===== config.mk =====
export PLATFORM = sky130hd
export DESIGN_NAME = stream_pool
export DESIGN_NICKNAME = d
export VERILOG_FILES = /design/src/rtl/stream_pool_pkg.sv /design/src/rtl/stream_pool_acc_lane.sv /design/src/rtl/stream_pool.sv
export SDC_FILE = /design/constraint.sdc
export NUM_CORES = 1
export LEC_CHECK = 0
export ABC_AREA = 1
export CAP_MARGIN = 30
export CORE_AREA = 2 2 230 232
export DETAILED_ROUTE_END_ITERATION = 8
export DIE_AREA = 0 0 232 234
export PLACE_DENSITY = 0.78
export SLEW_MARGIN = 20
export SYNTH_ARGS = -nofsm -noshare
export SYNTH_HDL_FRONTEND = slang
export SYNTH_HIERARCHICAL = 1
export SYNTH_SLANG_ARGS = --single-unit
export TNS_END_PERCENT = 50

===== constraint.sdc =====
create_clock -name clk -period 5 [get_ports clk]
set_input_delay 1 -clock clk [delete_from_list [all_inputs] [get_ports clk]]
set_output_delay 1 -clock clk [all_outputs]
set_load 0.01 [all_outputs]

===== src/rtl/stream_pool_pkg.sv =====
// Shared CNN defines for the pooling block.
// Holds the default channel count, sample width and pool size, the
// pooling-mode encoding, and helpers for the legal pool sizes.
package stream_pool_pkg;

    localparam int CNN_CI     = 3;
    localparam int CNN_IF_BW  = 8;
    localparam int CNN_POOL_K = 2;

    typedef enum logic {
        POOL_MAX = 1'b0,
        POOL_AVG = 1'b1
    } pool_mode_e;

    // Only 2x2 and 4x4 windows are supported.
    function automatic bit pool_k_legal(input int k);
        return (k == 2) || (k == 4);
    endfunction

    function automatic int pool_k_log2(input int k);
        return (k == 4) ? 2 : 1;
    endfunction

endpackage


===== src/rtl/stream_pool_acc_lane.sv =====
// pool_acc_lane: one channel of the pooling datapath.
// Holds this channel's column of the partial-result buffer (DEPTH
// accumulators) and produces the pooled value for the window being
// updated, including the current sample.
// Ports:
//   clk, reset  - clock, synchronous active-high reset
//   i_en        - update accumulator i_idx with i_sample
//   i_first     - sample is the first of its window (re-initialise)
//   i_mode      - max / average for the current frame
//   i_idx       - window column (col / POOL_K)
//   i_sample    - signed channel sample
//   o_res       - pooled result from the accumulator's next value
module pool_acc_lane
    import stream_pool_pkg::*;
#(
    parameter int IF_BW = 8,
    parameter int SH    = 2,
    parameter int ACC_W = IF_BW + SH,
    parameter int DEPTH = 14,
    parameter int IW    = 4
) (
    input  logic                    clk,
    input  logic                    reset,
    input  logic                    i_en,
    input  logic                    i_first,
    input  pool_mode_e              i_mode,
    input  logic [IW-1:0]           i_idx,
    input  logic signed [IF_BW-1:0] i_sample,
    output logic [IF_BW-1:0]        o_res
);

    logic signed [ACC_W-1:0] r_acc [DEPTH];
    logic signed [ACC_W-1:0] w_ext;
    logic signed [ACC_W-1:0] w_prev;
    logic signed [ACC_W-1:0] w_new;

    assign w_ext  = {{(ACC_W-IF_BW){i_sample[IF_BW-1]}}, i_sample};
    assign w_prev = r_acc[i_idx];

    always_comb begin
        w_new = w_ext;
        if (!i_first) begin
            if (i_mode == POOL_AVG)
                w_new = w_prev + w_ext;
            else if (w_ext > w_prev)
                w_new = w_ext;
            else
                w_new = w_prev;
        end
    end

    // ACC_W = IF_BW + SH, so the top IF_BW bits are exactly the
    // arithmetic right shift by SH truncated to IF_BW (floor division).
    assign o_res = (i_mode == POOL_AVG) ? w_new[SH +: IF_BW] : w_new[IF_BW-1:0];

    always_ff @(posedge clk) begin
        if (reset) begin
            for (int i = 0; i < DEPTH; i++)
                r_acc[i] <= '0;
        end else if (i_en) begin
            r_acc[i_idx] <= w_new;
        end
    end

endmodule


===== src/rtl/stream_pool.sv =====
// stream_pool: streaming max / average pooling over a raster pixel stream.
// Pixels arrive column-fastest; each non-overlapping POOL_K x POOL_K window
// yields one pooled pixel, one cycle after its last pixel is accepted.
// Trailing columns/rows outside the last full window are accepted and dropped.
// Ports:
//   clk, reset              - clock, synchronous active-high reset
//   i_mode                  - 0 max, 1 average; latched at the frame's first pixel
//   i_in_valid/o_in_ready   - input handshake, i_in_pix channel c at [c*IF_BW +: IF_BW]
//   o_ot_valid/i_ot_ready   - output handshake, o_ot_pix same packing
//   o_ot_last               - marks the final pooled pixel of the frame
module stream_pool
    import stream_pool_pkg::*;
#(
    parameter int CI     = CNN_CI,
    parameter int IF_BW  = CNN_IF_BW,
    parameter int IN_W   = 28,
    parameter int IN_H   = 28,
    parameter int POOL_K = CNN_POOL_K
) (
    input  logic                  clk,
    input  logic                  reset,
    input  logic                  i_mode,
    input  logic                  i_in_valid,
    output logic                  o_in_ready,
    input  logic [CI*IF_BW-1:0]   i_in_pix,
    output logic                  o_ot_valid,
    input  logic                  i_ot_ready,
    output logic [CI*IF_BW-1:0]   o_ot_pix,
    output logic                  o_ot_last
);

    localparam int OUT_W = IN_W / POOL_K;
    localparam int OUT_H = IN_H / POOL_K;
    localparam int KB    = pool_k_log2(POOL_K);
    localparam int ACC_W = IF_BW + 2*KB;
    localparam int CW    = $clog2(IN_W + 1);
    localparam int RW    = $clog2(IN_H + 1);
    localparam int IW    = (OUT_W > 1) ? $clog2(OUT_W) : 1;

    localparam logic [CW-1:0] COL_LAST  = CW'(IN_W - 1);
    localparam logic [RW-1:0] ROW_LAST  = RW'(IN_H - 1);
    localparam logic [CW-1:0] COL_LIM   = CW'(OUT_W * POOL_K);
    localparam logic [RW-1:0] ROW_LIM   = RW'(OUT_H * POOL_K);
    localparam logic [CW-1:0] COL_WLAST = CW'(OUT_W * POOL_K - 1);
    localparam logic [RW-1:0] ROW_WLAST = RW'(OUT_H * POOL_K - 1);

    if (!pool_k_legal(POOL_K)) begin : g_bad_k
        $error("stream_pool: POOL_K must be 2 or 4");
    end

    logic [CW-1:0]        r_col;
    logic [RW-1:0]        r_row;
    pool_mode_e           r_mode;
    logic                 r_ot_valid;
    logic                 r_ot_last;
    logic [CI*IF_BW-1:0]  r_ot_pix;

    logic                 w_accept;
    logic                 w_frame_start;
    pool_mode_e           w_mode;
    logic                 w_in_win;
    logic                 w_first;
    logic                 w_done;
    logic                 w_en;
    logic                 w_last;
    logic [IW-1:0]        w_idx;
    logic [CI*IF_BW-1:0]  w_res;

    // A completing pixel may enter while the held output drains.
    assign o_in_ready = ~(r_ot_valid & ~i_ot_ready);
    assign w_accept   = i_in_valid & o_in_ready;

    // The first pixel of a frame already uses the incoming mode.
    assign w_frame_start = (r_col == '0) && (r_row == '0);
    assign w_mode        = w_frame_start ? pool_mode_e'(i_mode) : r_mode;

    assign w_in_win = (r_col < COL_LIM) && (r_row < ROW_LIM);
    assign w_first  = (r_col[KB-1:0] == '0) && (r_row[KB-1:0] == '0);
    assign w_done   = w_accept && w_in_win && (&r_col[KB-1:0]) && (&r_row[KB-1:0]);
    assign w_en     = w_accept && w_in_win;
    assign w_last   = (r_col == COL_WLAST) && (r_row == ROW_WLAST);
    assign w_idx    = IW'(r_col >> KB);

    for (genvar c = 0; c < CI; c++) begin : g_lane
        pool_acc_lane #(
            .IF_BW (IF_BW),
            .SH    (2*KB),
            .ACC_W (ACC_W),
            .DEPTH (OUT_W),
            .IW    (IW)
        ) u_lane (
            .clk      (clk),
            .reset    (reset),
            .i_en     (w_en),
            .i_first  (w_first),
            .i_mode   (w_mode),
            .i_idx    (w_idx),
            .i_sample (i_in_pix[c*IF_BW +: IF_BW]),
            .o_res    (w_res[c*IF_BW +: IF_BW])
        );
    end

    always_ff @(posedge clk) begin
        if (reset) begin
            r_col  <= '0;
            r_row  <= '0;
            r_mode <= POOL_MAX;
        end else if (w_accept) begin
            if (w_frame_start)
                r_mode <= w_mode;
            if (r_col == COL_LAST) begin
                r_col <= '0;
                r_row <= (r_row == ROW_LAST) ? '0 : r_row + RW'(1);
            end else begin
                r_col <= r_col + CW'(1);
            end
        end
    end

    always_ff @(posedge clk) begin
        if (reset) begin
            r_ot_valid <= 1'b0;
            r_ot_last  <= 1'b0;
            r_ot_pix   <= '0;
        end else if (w_done) begin
            r_ot_valid <= 1'b1;
            r_ot_last  <= w_last;
            r_ot_pix   <= w_res;
        end else if (i_ot_ready) begin
            r_ot_valid <= 1'b0;
        end
    end

    assign o_ot_valid = r_ot_valid;
    assign o_ot_last  = r_ot_last;
    assign o_ot_pix   = r_ot_pix;

endmodule


# Word level (Yosys, flattened, before mapping)
# Memory sizes are Yosys's and may differ from the RTL's. A register that Yosys moved wholly into a read port is not among the register bits.
# Index checks and enable logic that the tools add are counted.
# classes
eq_ne	2
n_reduce_logical	15
addsub	5
magnitude_cmp	5
bitwise	6
n_mux	37
# ops
operator	count
10-bit two-way mux	12
4-bit two-way mux	9
10-bit by 8-bit adder with 10-bit output	3
8-bit by 10-bit > comparator with 1-bit output	3
10-bit OR reduction	3
8-bit two-way mux	3
1-bit two-way mux	11
5-bit by 1-bit adder with 5-bit output (second input constant)	2
5-bit == test (second input constant)	2
5-bit logical NOT	2
5-bit less-than comparator (second input constant)	2
5-bit two-way mux	2
1-bit logical AND	7
1-bit inverter	4
2-bit AND reduction	2
1-bit bitwise AND	2
2-bit nonzero test	1
# totals
regBits	37
in_bits	29
n_memories	3
output_inout_bits	27
ramBits	420
# mem_list
memory	depth	width	rd	rd_ports_with_merged_regs	write_ports	line_no	source
g_lane[0].u_lane.r_acc	14	10	1	1	14	stream_pool_acc_lane.sv:32	logic signed [ACC_W-1:0] r_acc [DEPTH];
g_lane[1].u_lane.r_acc	14	10	1	1	14	stream_pool_acc_lane.sv:32	
g_lane[2].u_lane.r_acc	14	10	1	1	14	stream_pool_acc_lane.sv:32	

# Longest topological paths before layout
# depth
word_depth	10
depth_mapped	29
ltp_nobuf	27

# Hierarchy
# The synthesis kept the hierarchy.
# by_module_without_submodules
module	instances	area_per_inst_um2	cells_per_inst
pool_acc_lane at g_lane[1].u_lane	1	8365.5	857
pool_acc_lane at g_lane[2].u_lane	1	8227.9	857
pool_acc_lane at g_lane[0].u_lane	1	8194.1	860
stream_pool	1	1923.1	250

# Worst setup path after synthesis
# Ideal clock, no wire load.
# synth_path
kind	register -> register
startpoint	reg r_col[2]
endpoint	reg r_ot_pix[8] (netlist: o_ot_pix[8])
path_stages_with_launch	28
arrival_ps	3503
setup_time_ps	116
path_slack_ps	1381
required_time_ps	4884
period_less_slack_ps	3619
cell_sequence	dfxtp_1 > inv_1 > nor2_4 > buf_2 > a22oi_1 > nand2_1 > nand2_1 > nand2_1 > inv_1 > nand2_1 > inv_1 > ha_1 > nand2_1 > nand2_1 > a21oi_1 > nand3_1 > nand2_1 > nand3_1 > buf_4 > nand2_1 > nand3_1 > nand2_2 > nand2_1 > nand2_1 > nand2_1 > nand3b_2 > nand2_1 > nor2_2
# synth_via
elab_chain_len	6
elab_cells_between_ends	11
cone_classes	1 x order compare; 4 x mux; 6 x reduce/logical
# synth_lines
element	line_no	source
from (decl)	stream_pool.sv:51	logic [CW-1:0] r_col;
from (signal assigned)	stream_pool.sv:115	r_col <= r_col + CW'(1);
5-bit logical NOT	stream_pool.sv:74	assign w_frame_start = (r_col == '0) && (r_row == '0);
1-bit logical AND	stream_pool.sv:74	
1-bit two-way mux	stream_pool.sv:75	assign w_mode = w_frame_start ? pool_mode_e'(i_mode) : r_mode;
10-bit two-way mux	stream_pool_acc_lane.sv:43	if (i_mode == POOL_AVG)
10-bit two-way mux	stream_pool_acc_lane.sv:42	if (!i_first) begin
via g_lane[1].u_lane.w_new[0]	stream_pool_acc_lane.sv:35	logic signed [ACC_W-1:0] w_new;
8-bit two-way mux	stream_pool_acc_lane.sv:54	assign o_res = (i_mode == POOL_AVG) ? w_new[SH +: IF_BW] : w_new[IF_BW-1:0];
via w_res[8]	stream_pool.sv:67	logic [CI*IF_BW-1:0] w_res;
to (signal assigned)	stream_pool.sv:128	r_ot_pix <= w_res;
to (decl)	stream_pool.sv:56	logic [CI*IF_BW-1:0] r_ot_pix;
# The timed path passes the listed nets, and every way through them passes these cells.
# A chain may end at the register's enable or synchronous reset.

==> reports/metrics.csv <==
stage,metric,value,unit
status,status,finished clean,
finish,post-layout util,56.3,%
critical_path,Crit path top cell by count,nand2_1,
clock_tree,Max clock buf depth,3,
power,maximum vdd drop,0.252,mV
place,DP Worst Slack,0.674,ns
drt,WL per Instance,20.4,um
drt,DRT iter0 DRCs,2570,
clock_tree,"Clk Latency, worst-skew pair",0.61,ns
critical_path,CP max-delay cell,dfxtp_1,
run,max cap viols,0,
timing,Max Slew Vio Count,0,
yosys,ys async rst share,0,%
drt,DRC,0,
power,Overall Power,10.4,mW
clock_tree,H-tree depth,2,
floorplanning,die area,54300,um2
finish,diodes inserted,0,
global_route,largest net degree at the start of global routing,52,
drt,via count,20997,
global_route,grt ovf,0,
power,PD cells,355,nW/um2
clock_tree,root buffer cell,clkbuf_16,
power,logic gate share of total power,15.1,%
yosys,Yosys reg bits,517,
yosys,area of the mapped netlist,26700,um2
floorplanning,I/O pin count,56,
power,Clk network pwr share,37.5,%
timing,Slew @ Worst Pin,0.921,ns
yosys,register area share after synthesis,56.7,%
yosys,Post-synth EDFFs,480,
power,sw power,2.82,mW
yosys,mean post-synth cell area,9.46,um2
power,sw frac,27.1,%
clock_tree,TritonCTS clock tree,done,
critical_path,Critical Path Max Stage Delay,0.57,ns
drt,post-route ant nets,0,
critical_path,reg2reg setup slack,0.54,ns
yosys,post-synth top area share,54.0,%
clock_tree,Hold Buf Count CTS,0,
timing,Fmax,224,MHz
power,Pint,7.57,mW
hold_path,Worst Hold Class,reg2reg,
finish,Syn-to-layout area delta,9.64,%
global_route,vias in the first global route,19969,
timing,Final Setup Violations,0,
power,Seq pwr share,47.3,%
critical_path,worst-path cell chain,inv_2 -> nor2_4 -> buf_4 -> a22oi_1 -> nand2_1 -> nand2_1 -> nand4_1 -> ha_1 -> inv_1 -> fa_1 -> inv_1 -> nand2_1 -> nand2_1 -> nand2_1 -> nand2_1 -> nand4_1 -> nand2_1 -> o21ai_0 -> nand3_1 -> nand2_2 -> inv_2 -> nor2_1,
floorplanning,num rows,84,
place,DP Wirelength,47.9,mm
drt,Total Wirelength,72.3,mm
finish,share of layout cells above drive strength 1,9.82,%
clock_tree,Resized Gates After CTS,0,
timing,fin crit share,89.2,%
yosys,Netlist cell types,42,
critical_path,Worst Path Required,5.34,ns
critical_path,Reg-to-Reg Start,r_col[1],
timing,Slew HR,38.4,%
timing,Clock Skew,0.0173,ns
finish,nets,2913,
drt,drt first pass iters,6,
yosys,Post-Synthesis Cells,2824,
clock_tree,Num Clock Sinks,517,
floorplanning,Die Y-Extent,234,um
yosys,largest area contributor in the netlist,edfxtp_1,
power,LEAKAGE,11.8,nW
timing,final setup margin,0.542,ns
place,Port Buffers,55,
place,Final GP Congestion,0.905,
floorplanning,Core ar.,52000,um2
critical_path,CP Launch Type,register,
yosys,YS warnings,6,
clock_tree,setup bufs post-CTS,0,
timing,unrepaired setup endpoints after global routing,false,
drt,via density per instance,5.92,
critical_path,Worst Setup SP,r_col[1],
timing,Final min period,4.46,ns
floorplanning,starting density of the core,51.3,%
yosys,syn_nets,2917,
hold_path,hold_sp,o_ot_pix[14],
timing,final hold vios,0,
critical_path,Crit Path Category,reg2reg,
yosys,Post-synth top cells,"720 x nand2_1, 480 x edfxtp_1, 380 x nor2_1",
global_route,GRT Total Usage,26.4,%
global_route,initial antenna violation count,0,
yosys,"count leader, synth",nand2_1,
floorplanning,Die W,232,um
critical_path,Worst EP arrival,4.79,ns
critical_path,Buf/Inv on CP,5,
global_route,global-route wire length before repair,111,mm
yosys,largest cells by area after synthesis,"edfxtp_1 54%, nand2_1 10%, nor2_1 5.3%",
yosys,Synth Flop Type,edfxtp_1,
critical_path,"Max FO, Critical Path",21,
critical_path,critical path endpoint category,register,
critical_path,Crit path max-delay family,simple AND/OR/NAND/NOR gates,
timing,setup TNS,0,ns
clock_tree,Clock Pin Slew Worst Setup and Hold Paths,0.06,ns
clock_tree,number of CTS-inserted buffers,51,
==> registers in the layout (all words and copies together), names as in the netlist <==
| register | count |
|---|---|
| r_col | 5 |
| o_ot_pix | 24 |
| r_mode | 1 |
| r_row | 5 |
| o_ot_valid | 1 |
| o_ot_last | 1 |
| g_lane.u_lane/r_acc | 480 |
==> placed cells by master, fill, tap and decap left out, drive strengths merged <==
cell type      instances
o21ai                 34
nand2                765
a21oi                201
clkbuf                67
nand4                 45
xor2                   6
clkinv                24
buf                   59
fa                     3
nor3                   7
a31oi                  3
or2                   10
and2                   3
a22oi                184
nor3b                  1
o21bai                 4
ha                    61
bufinv                 5
nand3                104
inv                  228
o211ai                11
xnor2                  1
edfxtp               480
clkdlybuf4s50         55
dfxtp                 37
nand3b                25
nor2                 433
nor4                   2
clkinvlp               3
==> worst register-to-register path, cell delays in order (launching register included) <==
cell	delay, ns
dfxtp_1	0.57
inv_2	0.14
nor2_4	0.57
buf_4	0.26
a22oi_1	0.06
nand2_1	0.10
nand2_1	0.06
nand4_1	0.24
ha_1	0.27
inv_1	0.09
fa_1	0.45
inv_1	0.07
nand2_1	0.06
nand2_1	0.09
nand2_1	0.05
nand2_1	0.11
nand4_1	0.10
nand2_1	0.09
o21ai_0	0.10
nand3_1	0.12
nand2_2	0.12
inv_2	0.38
nor2_1	0.10
==> through the flow <==
step	cell area (um2)	hold slack [ns]	instances
6_report	29300	0.488	3549
5_1_grt	29300	0.505	3549
4_1_cts	29300	0.495	3547
3_5_place_dp	27600	0.479	3453
3_3_place_gp	27600	0.470	3453
2_1_floorplan	26700	0.483	2824
==> cell families (layout without fill, tap and decap cells) <==
kind of cell               count (synthesis)  after routing  synth area share (%)
AOI/OAI and AO/OA                        437            437                  10.2
adders and majority gates                 64             64                  3.08
buffers and inverters                    404            441                  7.41
DFF                                      517            517                  56.7
xor gates and xnor gates                   7              7                 0.230
and+or+nand+nor                         1395           1395                  22.4
==> final timing paths <==
path / cells past startpoint / endpoint
max: 22 / g_lane[1].u_lane/r_acc[4][8]
min: 2 / o_ot_pix[14]
max reg2reg: 22 / g_lane[1].u_lane/r_acc[4][8]
min reg2reg: 2 / o_ot_pix[14]
==> power groups by stage <==
stage	Sequential [mW]	Clock, mW	Combinational, mW
2_1_floorplan	4.99	0	1.12
3_3_place_gp	5.00	0	1.51
3_5_place_dp	5.01	0	1.53
4_1_cts	4.92	3.94	1.54
5_1_grt	4.93	4.11	1.71
6_report	4.92	3.90	1.57
==> routing by layer <==
layer / global-route usage, % / up-vias / routed length, um
li1: - / 9545 / -
met1: 35.7 / 10058 / 28500
met2: 42.9 / 1218 / 34300
met3: 4.09 / 176 / 6630
met4: 11.0 / 0 / 2920
met5: 0 / - / 0
==> area by class of cell <==
cell class | count | area [um2]
flip-flops and latches | 517 | 15200
fillers | 4309 | 22700
clock inverters | 27 | 299
multi-input cells | 1903 | 9590
repair buffers | 114 | 1090
clock buffers | 67 | 1410
well taps | 688 | 861
inverters | 233 | 880
(Power assumes the default switching activity.)
